$ cat config.mk
export PLATFORM = sky130hd
export DESIGN_NAME = uart_rx_fsm_flat
export DESIGN_NICKNAME = d
export VERILOG_FILES = /design/src/rtl/uart_rx_pkg.sv /design/src/rtl/uart_rx_fsm_if.sv /design/src/rtl/uart_rx_edge_bit_cnt.sv /design/src/rtl/uart_rx_fsm.sv /design/src/flat_wrapper.sv
export SDC_FILE = /design/constraint.sdc
export NUM_CORES = 1
export LEC_CHECK = 0
export CAP_MARGIN = 10
export CELL_PAD_IN_SITES_DETAIL_PLACEMENT = 1
export CELL_PAD_IN_SITES_GLOBAL_PLACEMENT = 1
export CORE_MARGIN = 1.5
export CORE_UTILIZATION = 36
export DETAILED_ROUTE_END_ITERATION = 6
export GPL_ROUTABILITY_DRIVEN = 1
export PLACE_DENSITY = 0.77
export RECOVER_POWER = 50
export SLEW_MARGIN = 5
export SYNTH_ARGS = -nofsm -noshare
export SYNTH_HDL_FRONTEND = slang
export SYNTH_SLANG_ARGS = --single-unit
$ cat constraint.sdc
create_clock -name clk -period 1.6 [get_ports clk]
set_input_delay 0.24 -clock clk [delete_from_list [all_inputs] [get_ports clk]]
set_output_delay 0.24 -clock clk [all_outputs]
set_load 0.1 [all_outputs]
$ cat src/rtl/uart_rx_pkg.sv
// Shared definitions for the UART receive FSM: state encoding, default sizing
// and small helpers for counter widths and sample voting.
package uart_rx_pkg;

   localparam int PRESCALE_DEF   = 8;
   localparam int DATA_WIDTH_DEF = 8;
   localparam int EDGE_CNT_W     = $clog2(PRESCALE_DEF);
   localparam int BIT_CNT_W      = $clog2(DATA_WIDTH_DEF);

   typedef enum logic [2:0] {
      IDLE   = 3'd0,
      START  = 3'd1,
      DATA   = 3'd2,
      PARITY = 3'd3,
      STOP   = 3'd4,
      DONE   = 3'd5
   } state_t;

   function automatic int cnt_w(input int n);
      return (n > 1) ? $clog2(n) : 1;
   endfunction

   function automatic logic majority3(input logic [2:0] s);
      return (s[0] & s[1]) | (s[0] & s[2]) | (s[1] & s[2]);
   endfunction

endpackage

$ cat src/rtl/uart_rx_fsm_if.sv
// Receive-path signal bundle: serial line and parity-checker handshake in,
// recovered data and frame status out.
interface uart_rx_fsm_if #(
   parameter int DATA_WIDTH = 8
);
   logic                  rx_in;
   logic                  par_en;
   logic                  par_err_in;
   logic                  par_chk_en;
   logic                  sampled_bit;
   logic [DATA_WIDTH-1:0] p_data;
   logic                  data_valid;
   logic                  par_err;
   logic                  stp_err;
   logic                  busy;

   modport master (
      output rx_in, par_en, par_err_in,
      input  par_chk_en, sampled_bit, p_data, data_valid, par_err, stp_err, busy
   );

   modport slave (
      input  rx_in, par_en, par_err_in,
      output par_chk_en, sampled_bit, p_data, data_valid, par_err, stp_err, busy
   );
endinterface

$ cat src/rtl/uart_rx_edge_bit_cnt.sv
// Oversampling edge counter and data-bit counter for the UART receiver,
// with last-edge / last-bit strobes decoded from the registered counts.
module uart_rx_edge_bit_cnt
   import uart_rx_pkg::*;
#(
   parameter int PRESCALE   = PRESCALE_DEF,
   parameter int DATA_WIDTH = DATA_WIDTH_DEF,
   parameter int EDGE_W     = EDGE_CNT_W,
   parameter int BIT_W      = BIT_CNT_W
) (
   input  logic              clk,
   input  logic              rst,
   input  logic              edge_en,
   input  logic              edge_clr,
   input  logic              bit_en,
   input  logic              bit_clr,
   output logic [EDGE_W-1:0] edge_cnt,
   output logic [BIT_W-1:0]  bit_cnt,
   output logic              last_edge,
   output logic              last_bit
);

   logic [EDGE_W-1:0] edge_cnt_reg;
   logic [BIT_W-1:0]  bit_cnt_reg;

   assign last_edge = (edge_cnt_reg == EDGE_W'(PRESCALE - 1));
   assign last_bit  = (bit_cnt_reg == BIT_W'(DATA_WIDTH - 1));
   assign edge_cnt  = edge_cnt_reg;
   assign bit_cnt   = bit_cnt_reg;

   always_ff @(posedge clk) begin
      if (rst || edge_clr)
         edge_cnt_reg <= '0;
      else if (edge_en)
         edge_cnt_reg <= last_edge ? '0 : edge_cnt_reg + EDGE_W'(1);

      // bit_cnt advances only when a whole bit period has elapsed
      if (rst || bit_clr)
         bit_cnt_reg <= '0;
      else if (bit_en && last_edge)
         bit_cnt_reg <= last_bit ? '0 : bit_cnt_reg + BIT_W'(1);
   end

endmodule

$ cat src/rtl/uart_rx_fsm.sv
// UART receive sequencer: start detection, mid-bit sampling, deserialisation,
// parity-checker handshake and stop-bit check. UART_RX_MAJORITY_EN selects 3-sample voting.
module uart_rx_fsm
   import uart_rx_pkg::*;
#(
   parameter int PRESCALE   = PRESCALE_DEF,
   parameter int DATA_WIDTH = DATA_WIDTH_DEF
) (
   input  logic         clk,
   input  logic         rst,
   uart_rx_fsm_if.slave bus
);

   localparam int EDGE_W = cnt_w(PRESCALE);
   localparam int BIT_W  = cnt_w(DATA_WIDTH);
   localparam int HALF   = PRESCALE / 2;

   localparam logic [EDGE_W-1:0] EDGE_PRE_LAST = EDGE_W'(PRESCALE - 2);
`ifdef UART_RX_MAJORITY_EN
   localparam logic [EDGE_W-1:0] EDGE_S0  = EDGE_W'(HALF - 1);
   localparam logic [EDGE_W-1:0] EDGE_S1  = EDGE_W'(HALF);
   localparam logic [EDGE_W-1:0] EDGE_S2  = EDGE_W'(HALF + 1);
   localparam logic [EDGE_W-1:0] EDGE_UPD = EDGE_W'(HALF + 2);
   logic [2:0] samp_reg;
`else
   localparam logic [EDGE_W-1:0] EDGE_S1  = EDGE_W'(HALF);
   localparam logic [EDGE_W-1:0] EDGE_UPD = EDGE_W'(HALF + 1);
   logic       samp_reg;
`endif

   state_t                state_reg;
   logic                  par_en_lat_reg;
   logic                  sampled_bit_reg;
   logic                  par_chk_en_reg;
   logic                  data_valid_reg;
   logic                  par_err_reg;
   logic                  stp_err_reg;
   logic                  busy_reg;
   logic [DATA_WIDTH-1:0] p_data_vec;

   logic [EDGE_W-1:0] edge_cnt;
   logic [BIT_W-1:0]  bit_cnt;
   logic              last_edge;
   logic              last_bit;
   logic              counting;
   logic              in_data;
   logic              shift_en;

   assign counting = state_reg inside {START, DATA, PARITY, STOP};
   assign in_data  = (state_reg == DATA);
   assign shift_en = in_data && last_edge;

   uart_rx_edge_bit_cnt #(
      .PRESCALE   (PRESCALE),
      .DATA_WIDTH (DATA_WIDTH),
      .EDGE_W     (EDGE_W),
      .BIT_W      (BIT_W)
   ) u_cnt (
      .clk       (clk),
      .rst       (rst),
      .edge_en   (counting),
      .edge_clr  (!counting),
      .bit_en    (in_data),
      .bit_clr   (!in_data),
      .edge_cnt  (edge_cnt),
      .bit_cnt   (bit_cnt),
      .last_edge (last_edge),
      .last_bit  (last_bit)
   );

   // One flop per data bit; each loads only when bit_cnt points at it.
   genvar gi;
   generate
      for (gi = 0; gi < DATA_WIDTH; gi++) begin : g_pdata
         logic bit_reg;
         always_ff @(posedge clk) begin
            if (rst)
               bit_reg <= 1'b0;
            else if (shift_en && (bit_cnt == BIT_W'(gi)))
               bit_reg <= sampled_bit_reg;
         end
         assign p_data_vec[gi] = bit_reg;
      end
   endgenerate

   always_ff @(posedge clk) begin
      if (rst) begin
         state_reg       <= IDLE;
         par_en_lat_reg  <= 1'b0;
         samp_reg        <= '0;
         sampled_bit_reg <= 1'b0;
         par_chk_en_reg  <= 1'b0;
         data_valid_reg  <= 1'b0;
         par_err_reg     <= 1'b0;
         stp_err_reg     <= 1'b0;
         busy_reg        <= 1'b0;
      end else begin
         par_chk_en_reg <= 1'b0;
         data_valid_reg <= 1'b0;

         if (counting) begin
`ifdef UART_RX_MAJORITY_EN
            if (edge_cnt == EDGE_S0) samp_reg[0] <= bus.rx_in;
            if (edge_cnt == EDGE_S1) samp_reg[1] <= bus.rx_in;
            if (edge_cnt == EDGE_S2) samp_reg[2] <= bus.rx_in;
            if (edge_cnt == EDGE_UPD) sampled_bit_reg <= majority3(samp_reg);
`else
            if (edge_cnt == EDGE_S1) samp_reg <= bus.rx_in;
            if (edge_cnt == EDGE_UPD) sampled_bit_reg <= samp_reg;
`endif
         end

         case (state_reg)
            IDLE: begin
               if (!bus.rx_in) begin
                  state_reg      <= START;
                  par_en_lat_reg <= bus.par_en;
                  par_err_reg    <= 1'b0;
                  stp_err_reg    <= 1'b0;
                  busy_reg       <= 1'b1;
               end
            end
            START: begin
               // a start bit that reads high at mid-bit was only a glitch
               if (last_edge) begin
                  if (sampled_bit_reg) begin
                     state_reg <= IDLE;
                     busy_reg  <= 1'b0;
                  end else begin
                     state_reg <= DATA;
                  end
               end
            end
            DATA: begin
               if (last_edge && last_bit)
                  state_reg <= par_en_lat_reg ? PARITY : STOP;
            end
            PARITY: begin
               // registered enable lands exactly on the last-edge cycle
               if (edge_cnt == EDGE_PRE_LAST)
                  par_chk_en_reg <= 1'b1;
               if (last_edge) begin
                  par_err_reg <= bus.par_err_in;
                  state_reg   <= STOP;
               end
            end
            STOP: begin
               if (last_edge) begin
                  stp_err_reg    <= ~sampled_bit_reg;
                  data_valid_reg <= ~(par_err_reg | ~sampled_bit_reg);
                  state_reg      <= DONE;
               end
            end
            DONE: begin
               state_reg <= IDLE;
               busy_reg  <= 1'b0;
            end
            default: begin
               state_reg <= IDLE;
               busy_reg  <= 1'b0;
            end
         endcase
      end
   end

   assign bus.par_chk_en  = par_chk_en_reg;
   assign bus.sampled_bit = sampled_bit_reg;
   assign bus.p_data      = p_data_vec;
   assign bus.data_valid  = data_valid_reg;
   assign bus.par_err     = par_err_reg;
   assign bus.stp_err     = stp_err_reg;
   assign bus.busy        = busy_reg;

endmodule
$ cat src/flat_wrapper.sv
// flat-port wrapper written by rule: the top's interface ports become plain ports
module uart_rx_fsm_flat import uart_rx_pkg::*;
#(
   parameter int PRESCALE   = PRESCALE_DEF,
   parameter int DATA_WIDTH = DATA_WIDTH_DEF
)
  (clk, rst, bus_rx_in, bus_par_en, bus_par_err_in, bus_par_chk_en, bus_sampled_bit, bus_p_data, bus_data_valid, bus_par_err, bus_stp_err, bus_busy);
  uart_rx_fsm_if #(.DATA_WIDTH(DATA_WIDTH)) bus_i ();
  input  logic clk;
  input  logic rst;
  input wire logic [$bits(bus_i.rx_in)-1:0] bus_rx_in;
  input wire logic [$bits(bus_i.par_en)-1:0] bus_par_en;
  input wire logic [$bits(bus_i.par_err_in)-1:0] bus_par_err_in;
  output wire logic [$bits(bus_i.par_chk_en)-1:0] bus_par_chk_en;
  output wire logic [$bits(bus_i.sampled_bit)-1:0] bus_sampled_bit;
  output wire logic [$bits(bus_i.p_data)-1:0] bus_p_data;
  output wire logic [$bits(bus_i.data_valid)-1:0] bus_data_valid;
  output wire logic [$bits(bus_i.par_err)-1:0] bus_par_err;
  output wire logic [$bits(bus_i.stp_err)-1:0] bus_stp_err;
  output wire logic [$bits(bus_i.busy)-1:0] bus_busy;
  assign bus_i.rx_in = bus_rx_in;
  assign bus_i.par_en = bus_par_en;
  assign bus_i.par_err_in = bus_par_err_in;
  assign bus_par_chk_en = bus_i.par_chk_en;
  assign bus_sampled_bit = bus_i.sampled_bit;
  assign bus_p_data = bus_i.p_data;
  assign bus_data_valid = bus_i.data_valid;
  assign bus_par_err = bus_i.par_err;
  assign bus_stp_err = bus_i.stp_err;
  assign bus_busy = bus_i.busy;
  uart_rx_fsm #(.PRESCALE(PRESCALE), .DATA_WIDTH(DATA_WIDTH)) u_core (.clk(clk), .rst(rst), .bus(bus_i));
endmodule
Word-level counts from Yosys, hierarchy flattened
Index checks and enable logic that the tools add are counted.

Bits in registers: 25. Bits of input ports: 5. Word-level logic and storage cells: 99.

Add/sub/neg operators: 2. Equal/unequal tests: 21. Mux-type cells: 20. Bitwise logic cells: 8. Reduce and logical (&&, ||, !) cells: 29.

Operators with widths (count): $eq A3 B3 Y1 const B (9); $mux W3 (8); $pmux W3 S5 (1); $eq A3 B2 Y1 const B (4); $logic_and A1 B1 Y1 (10); $ne A2 B1 Y1 const B (4); $mux W1 (7); $not A1 Y1 (7); $add A3 B1 Y3 const B (2); $eq A3 B1 Y1 const B (2); $logic_not A3 Y1 (2); $reduce_and A2 Y1 (3); $reduce_and A3 Y1 (2); $reduce_or A3 Y1 (2); $reduce_and A5 Y1 (1); $ne A2 B2 Y1 const B (2); $pmux W1 S2 (2); $reduce_and A4 Y1 (1); $reduce_bool A2 Y1 (2); $reduce_bool A4 Y1 (1); $pmux W1 S3 (1); $logic_not A1 Y1 (2); $logic_or A1 B1 Y1 (2); $mux W2 (1); 2 further kinds (2).

Logic depth before layout (Yosys ltp)
Gate-level depths: netlist (run 1).

Depth in word-level cells: 4. Mapped depth: 8. Gate-level depth less buffers: 6.

Hierarchy
A second synthesis (run 1) with hierarchy kept.

Cell total of the unflattened synthesis: 146. Area total of the unflattened synthesis: 1367.6 um^2.

Modules (own cells, without submodules): uart_rx_fsm (times used 1, cells an instance 119, area each 1063.5 um^2, seq. area each 380.4 um^2); uart_rx_edge_bit_cnt (times used 1, cells an instance 27, area each 304.0 um^2, seq. area each 120.1 um^2).

Least setup slack after synthesis (run 1)
Ideal clock, no wire load.

Path type: register to register. Start: register u_core.u_cnt.edge_cnt_reg[0], in the netlist u_core.u_cnt.edge_cnt[0]. End: register u_core.state_reg[0]. Setup time: 0.065 ns. Arrival: 1.580 ns. Path slack: -0.045 ns. Cell stages (with the launch flop): 8. Path buffers: 1. Cell sequence: dfxtp_1 ha_1 ha_1 buf_6 inv_4 or4b_1 o221a_1 nor2_1.

Cells in the longest elaborated chain, start to end: 4. Elaborated cells on any way between the ends: 7. Classes of those cells: eq/ne: 5; reduce/logical: 2.

Ends and longest elaborated chain: start, declared (RTL line uart_rx_edge_bit_cnt.sv:23) `logic [EDGE_W-1:0] edge_cnt_reg;`; start signal, assigned (RTL line uart_rx_edge_bit_cnt.sv:35) `edge_cnt_reg <= last_edge ? '0 : edge_cnt_reg + EDGE_W'(1);`; $eq A3 B3 Y1 * (RTL line uart_rx_edge_bit_cnt.sv:26) `assign last_edge = (edge_cnt_reg == EDGE_W'(PRESCALE - 1));`; $logic_and A1 B1 Y1 (RTL line uart_rx_fsm.sv:135) `if (last_edge && last_bit)`; $ne A2 B2 Y1 (no source line); $reduce_and A5 Y1 (no source line) *; end signal, assigned (RTL line uart_rx_fsm.sv:136) `state_reg <= par_en_lat_reg ? PARITY : STOP;`; end, declared (RTL line uart_rx_fsm.sv:31) `state_t state_reg;`.

Every way passes the cells marked *; elsewhere a longest branch is shown, timed or not. A chain may end at the register's enable or synchronous reset.

Worst setup path in the final report (run 1)
Start: register u_core.u_cnt.edge_cnt_reg[1], in the netlist u_core.u_cnt.edge_cnt[1]. End: register u_core.state_reg[0].

The elaborated chain is that of the path after synthesis.

==> results of run 1 <==
==> what timing repair did <==
action / CTS / global route
resized for setup: 1 / 3
buffers inserted: 3 / 4
pin swaps: 0 / 4
setup endpoints to repair: 5 / 10
gates cloned: 0 / 0
==> layout by cell type (no fill, tap or decap), drive strengths merged, types with 4 or more instances in the layout <==
cell           netlist  routed
dfxtp               25      25
nor2                19      19
buf                 13      18
clkbuf               3      17
ha                  11      11
nand2               10      10
a21oi                9       9
nand3                9       9
mux2i                9       9
inv                  8       8
nor3                 7       7
clkdlybuf4s50        0       4
==> logic make-up after synthesis <==
logic type                 after synthesis  synth area share [%]
muxes                                    9                  6.97
and+or+nand+nor                         59                  24.4
adders and majority gates               11                  10.6
AOI/OAI and AO/OA                       18                  8.81
buffers and inverters                   24                  10.5
DFF                                     25                  38.7
==> worst register-to-register path, stage by stage (launching register included) <==
cell                      delay (ns)
sky130_fd_sc_hd__dfxtp_2        0.39
sky130_fd_sc_hd__ha_4           0.14
sky130_fd_sc_hd__ha_4           0.15
sky130_fd_sc_hd__inv_4          0.04
sky130_fd_sc_hd__or4b_1         0.46
sky130_fd_sc_hd__o221a_1        0.23
sky130_fd_sc_hd__nor2_1         0.09
==> final timing paths <==
path | from | endpoint | cells past startpoint
min | bus_par_err_in | u_core.bus.par_err | 3
max | u_core.u_cnt.edge_cnt[1] | u_core.state_reg[0] | 6
min reg2reg | u_core.g_pdata[7].bit_reg | u_core.g_pdata[7].bit_reg | 2
max reg2reg | u_core.u_cnt.edge_cnt[1] | u_core.state_reg[0] | 6
==> cells in the mapped netlist <==
cell,n,share of area (%)
sky130_fd_sc_hd__nor2b_1,1,0.48
sky130_fd_sc_hd__nor4_4,1,1.6
sky130_fd_sc_hd__buf_6,1,0.87
sky130_fd_sc_hd__o21a_1,1,0.58
sky130_fd_sc_hd__nor4b_1,2,1.4
sky130_fd_sc_hd__o21ai_0,2,0.77
sky130_fd_sc_hd__o221a_1,1,0.87
sky130_fd_sc_hd__nand2b_1,1,0.48
sky130_fd_sc_hd__nand3_1,9,3.5
sky130_fd_sc_hd__buf_2,4,1.5
sky130_fd_sc_hd__nor2_1,19,5.5
sky130_fd_sc_hd__a31o_2,1,0.68
sky130_fd_sc_hd__nor3_1,7,2.7
sky130_fd_sc_hd__and4bb_1,1,0.97
sky130_fd_sc_hd__or2_1,1,0.48
sky130_fd_sc_hd__mux2i_1,9,7.0
sky130_fd_sc_hd__nand2_1,10,2.9
sky130_fd_sc_hd__ha_1,11,11
sky130_fd_sc_hd__inv_4,1,0.48
sky130_fd_sc_hd__a211oi_1,2,1.2
sky130_fd_sc_hd__a31oi_1,1,0.48
sky130_fd_sc_hd__inv_1,7,2.0
sky130_fd_sc_hd__buf_4,8,4.6
sky130_fd_sc_hd__or3_1,1,0.48
sky130_fd_sc_hd__or4b_1,1,0.77
sky130_fd_sc_hd__clkbuf_1,3,0.87
sky130_fd_sc_hd__dfxtp_1,25,39
sky130_fd_sc_hd__and4b_1,1,0.77
sky130_fd_sc_hd__and2_1,2,0.97
sky130_fd_sc_hd__nor4_1,1,0.48
sky130_fd_sc_hd__nand4bb_1,1,0.87
sky130_fd_sc_hd__o2bb2a_1,1,0.77
sky130_fd_sc_hd__a21oi_1,9,3.5
==> layout make-up <==
cell class                 count  area (um^2)
fill                         394         1840
inverter                       8         32.5
tap                           46         57.6
clock buffer                   4         26.3
multi-input combinational     97          693
sequential                    25          504
timing repair buffer          35          240
==> routing by layer <==
metal | GRT usage (%) | part of all wire, %
met5 | 0 | 0
met4 | 5.83 | 1.5
met3 | 2.16 | 1.7
met2 | 29.7 | 54
met1 | 17.8 | 43
==> report_power, final <==
part / internal (mW) / switching [mW] / total (mW) / leakage [nW]
sequential: 0.631 / 0.0115 / 0.643 / 0.204
clock: 0.0977 / 0.201 / 0.299 / 0.0150
combinational: 0.0410 / 0.0526 / 0.0936 / 0.428
total: 0.770 / 0.265 / 1.04 / 0.647
==> impl_metrics.env, run 1 <==
export IMPL_status="finished clean"
export IMPL_postLayoutSetupSlackWorst_ns=0.0464
export IMPL_finished_layout_cells=215
export IMPL_layout_min_cycle_time_ns=1.55
export IMPL_crit_chain="ha_4 -> ha_4 -> inv_4 -> or4b_1 -> o221a_1 -> nor2_1"
export IMPL_slew_limit_headroom_pct=63.7
export IMPL_via_count_of_the_first_global_routing_pass=1121
export IMPL_criticalPathCategory="flip-flop to flip-flop"
export IMPL_core_area_mm2=0.00339
export IMPL_worst_ir_drop_vdd_uv=311
export IMPL_detailedRoute_firstIterationViolations=16
export IMPL_number_of_optimization_iterations_in_the_first_detailed_route_pass=4
export IMPL_cts_reportedPaths_clkPinSlew_ns=0.14
export IMPL_critical_path_top_delay_family="simple AND/OR/NAND/NOR gates"
export IMPL_path_buf_inv=1
export IMPL_worst_setup_path_end_kind="flip-flop"
export IMPL_track_usage_pct=15.8
export IMPL_final_antenna_net_count=0
export IMPL_critical_path_max_stage_delay_ns=0.46
export IMPL_crit_top_cell="sky130_fd_sc_hd__ha_4"
export IMPL_final_hold_worst_slack_ns=0.445
export IMPL_synth_cell_type_count=33
export IMPL_cpMaxStageDelayCell="sky130_fd_sc_hd__or4b_1"
export IMPL_synth_seq_cells=25
export IMPL_synth_yosys_seq_area_share_pct=38.7
export IMPL_p_leak_nw=0.647
export IMPL_synthesis_nets=162
export IMPL_clock_skew_final_ns=0.00422
export IMPL_drive_above_1_share_pct=26.6
export IMPL_hold_violations=0
export IMPL_fmax_ghz=0.644
export IMPL_rows=21
export IMPL_regToRegSetupSlack_ns=0.05
export IMPL_die_height_um=62.9
export IMPL_drt_total_wl_um=3050
export IMPL_mappedNetlistArea_mm2=0.00129
export IMPL_setup_worst_path_start_class="flip-flop"
export IMPL_dpl_instance_area_mm2=0.00166
export IMPL_grt_overflow_total=0
export IMPL_diodes=0
export IMPL_worst_skew_pair_late_latency_ns=0.32
export IMPL_design_final_nets=186
export IMPL_detailedPlace_worstSlack_ns=-0.0255
export IMPL_die_area_mm2=0.00396
export IMPL_grt_setup_unrepaired="true"
export IMPL_drc_errors=0
export IMPL_clock_tree_from_tritoncts="yes"
export IMPL_cap_violations=0
export IMPL_post_synth_cell_area_avg_um2=8.85
export IMPL_wire_per_inst_um=14.2
export IMPL_floorplan_initialDensity_pct=38.1
export IMPL_cp_required_ns=1.88
export IMPL_globalplace_congestion=0.772
export IMPL_hpwl_um=2110
export IMPL_placed_cells=204
export IMPL_io_buffer_count=18
export IMPL_antenna_found_initial=0
export IMPL_cp_max_fo=4
export IMPL_final_min_period_over_clock_period_pct=97.1
export IMPL_number_of_primary_i_o_pins=19
export IMPL_yosys_warnings=0
export IMPL_cts_inserted_buffers=3
export IMPL_path_class_of_the_lowest_slack_min_delay_path="input port to flip-flop"
export IMPL_cts_buffer_depth=2
export IMPL_final_util_pct=45.8
export IMPL_worstMarginPinSlew_ns=0.546
export IMPL_final_cell_area_mm2=0.00155
export IMPL_drt_vias_per_instance=4.97
export IMPL_syn_instance_count=146
export IMPL_power_density_mw_per_mm2=666
export IMPL_design_power_total_mw=1.04
export IMPL_cts_sinks=25
export IMPL_max_slew_violation_count=0
export IMPL_area_growth_syn_to_layout_pct=20.2
export IMPL_h_tree_depth=1
export IMPL_grt_first_pass_wirelength_um=5030
export IMPL_worst_ep_arrival_time_ns=1.83
export IMPL_cts_root_buf="sky130_fd_sc_hd__clkbuf_4"
export IMPL_dr_total_vias=1069
export IMPL_largest_reg_flops=8
export IMPL_cts_hold_buffers_added=0
export IMPL_grt_start_max_net_pins=22
export IMPL_finalSetupTns_ns=0
export IMPL_dieWidth_um=62.9
export IMPL_report_final_setup_viol=0
Power figures use the tool's default switching activity.
==> inputs of run 2 (changes only) <==
--- a/config.mk
+++ b/config.mk
@@ -9,8 +9,9 @@
 export CELL_PAD_IN_SITES_DETAIL_PLACEMENT = 1
 export CELL_PAD_IN_SITES_GLOBAL_PLACEMENT = 1
 export CORE_MARGIN = 1.5
-export CORE_UTILIZATION = 36
+export CORE_UTILIZATION = 42
 export DETAILED_ROUTE_END_ITERATION = 6
+export DONT_BUFFER_PORTS = 1
 export GPL_ROUTABILITY_DRIVEN = 1
 export PLACE_DENSITY = 0.77
 export RECOVER_POWER = 50
==> run 2 against run 1 <==
  * Non-clock buffer count down 10
  * Final cell count decreased by 12%
  * Critical path depth unchanged
  * Critical path type unchanged
  * Critical endpoint unchanged
  * Largest power group unchanged
  * Highest routed layer unchanged
==> impl_metrics.env, run 2 (synthesis gave the netlist of run 1 again) <==
export IMPL_status="finished clean"
export IMPL_globalplace_congestion=0.817
export IMPL_cts_sinks=25
export IMPL_drc_errors=0
export IMPL_final_antenna_net_count=0
export IMPL_grt_setup_unrepaired="false"
export IMPL_drt_vias_per_instance=5.53
export IMPL_final_common_cell="sky130_fd_sc_hd__dfxtp_1"
export IMPL_area_growth_syn_to_layout_pct=11.9
export IMPL_criticalPathCategory="flip-flop to flip-flop"
export IMPL_via_count_of_the_first_global_routing_pass=1127
export IMPL_grt_first_pass_wirelength_um=5090
export IMPL_cap_violations=0
export IMPL_die_area_mm2=0.00342
export IMPL_slew_limit_headroom_pct=50.6
export IMPL_max_slew_violation_count=0
export IMPL_fmax_ghz=0.650
export IMPL_cp_required_ns=1.85
export IMPL_clock_tree_from_tritoncts="yes"
export IMPL_worst_ep_arrival_time_ns=1.79
export IMPL_core_area_mm2=0.00283
export IMPL_cts_reportedPaths_clkPinSlew_ns=0.13
export IMPL_power_density_mw_per_mm2=688
export IMPL_design_final_nets=176
export IMPL_io_buffer_count=0
export IMPL_worstMarginPinSlew_ns=0.739
export IMPL_worst_setup_path_end_kind="flip-flop"
export IMPL_diodes=0
export IMPL_largest_reg_flops=8
export IMPL_cts_buffer_depth=2
export IMPL_clock_skew_final_ns=0.00460
export IMPL_detailedRoute_firstIterationViolations=25
export IMPL_cts_inserted_buffers=3
export IMPL_floorplan_initialDensity_pct=45.7
export IMPL_cp_max_fo=4
export IMPL_drive_above_1_share_pct=23.3
export IMPL_wire_per_inst_um=14.8
export IMPL_dr_total_vias=1051
export IMPL_number_of_primary_i_o_pins=19
export IMPL_final_hold_worst_slack_ns=0.0518
export IMPL_die_height_um=58.5
export IMPL_worst_ir_drop_vdd_uv=365
export IMPL_report_final_setup_viol=0
export IMPL_min_path_cells=2
export IMPL_number_of_optimization_iterations_in_the_first_detailed_route_pass=4
export IMPL_final_min_period_over_clock_period_pct=96.1
export IMPL_drt_total_wl_um=2820
export IMPL_design_power_total_uw=995
export IMPL_hold_violations=0
export IMPL_finished_layout_cells=190
export IMPL_grt_overflow_total=0
export IMPL_cts_root_buf="sky130_fd_sc_hd__clkbuf_4"
export IMPL_worst_skew_pair_late_latency_ns=0.31
export IMPL_path_class_of_the_lowest_slack_min_delay_path="input port to flip-flop"
export IMPL_p_leak_nw=0.598
export IMPL_layout_common_cells="sky130_fd_sc_hd__dfxtp_1 (21), sky130_fd_sc_hd__nor2_1 (19), sky130_fd_sc_hd__clkbuf_2 (13), sky130_fd_sc_hd__buf_4 (11), sky130_fd_sc_hd__nand2_1 (10)"
export IMPL_grt_start_max_net_pins=21
export IMPL_track_usage_pct=19.5
export IMPL_cells_on_worst_reg2reg_path=6
export IMPL_h_tree_depth=1
export IMPL_hpwl_um=2120
export IMPL_finalSetupTns_ns=0
export IMPL_placed_cells=183
export IMPL_setup_worst_path_start_class="flip-flop"
export IMPL_dieWidth_um=58.5
export IMPL_antenna_found_initial=0
export IMPL_layout_min_cycle_time_ns=1.54
export IMPL_rows=19
[run 2: final timing paths]
path                        startpoint                   endpoint  slack, ns
max reg2reg   u_core.u_cnt.edge_cnt[1]        u_core.state_reg[0]       0.06
min reg2reg  u_core.g_pdata[3].bit_reg  u_core.g_pdata[3].bit_reg       0.47
max           u_core.u_cnt.edge_cnt[1]        u_core.state_reg[0]       0.06
min                     bus_par_err_in         u_core.bus.par_err       0.05
[run 2: critical path, cell delays in order (launching register included)]
cell                      delay (ns)
sky130_fd_sc_hd__dfxtp_2        0.38
sky130_fd_sc_hd__ha_4           0.14
sky130_fd_sc_hd__ha_4           0.16
sky130_fd_sc_hd__inv_4          0.03
sky130_fd_sc_hd__or4b_1         0.45
sky130_fd_sc_hd__o221a_1        0.23
sky130_fd_sc_hd__nor2_1         0.08
[run 2: area by class of cell]
cell class                 instances  area (um^2)
fill                             346         1380
multi-input combinational         97          686
sequential                        25          505
timing repair buffer              25          158
tap                               31         38.8
inverter                           8         32.5
clock buffer                       4         26.3
[run 2: report_power, final]
part           internal, mW  switching (mW)  total [mW]
registers             0.632          0.0115       0.643
logic                0.0288          0.0471      0.0759
clock network        0.0973           0.179       0.276
[run 2: stage by stage]
step                      util (%)  area [um^2]  worst slack, ns
after floorplan                  -         1310         -0.00382
after global placement        49.9         1410           0.0789
after CTS                     51.5         1460          0.00679
after global routing          51.1         1450         0.000199
final                         51.1         1450           0.0624
after detailed placement      49.9         1410           0.0221
[run 2: timing repair]
item | CTS | global route
gates resized for setup | 1 | 4
pin swaps | 0 | 3
setup endpoints to repair | 2 | 11
hold buffers | 1 | 0
endpoints found under the hold margin | 20 | 0
buffers inserted | 1 | 1
[run 2: per-layer routing]
| layer | wire, um | up-vias | global-route usage [%] |
|---|---|---|---|
| met5 | 0 | - | 0 |
| met2 | 1550 | 11 | 35.5 |
| met3 | 64 | 2 | 2.86 |
| met4 | 23 | 0 | 7.31 |
| li1 | - | 515 | - |
| met1 | 1180 | 523 | 22.8 |
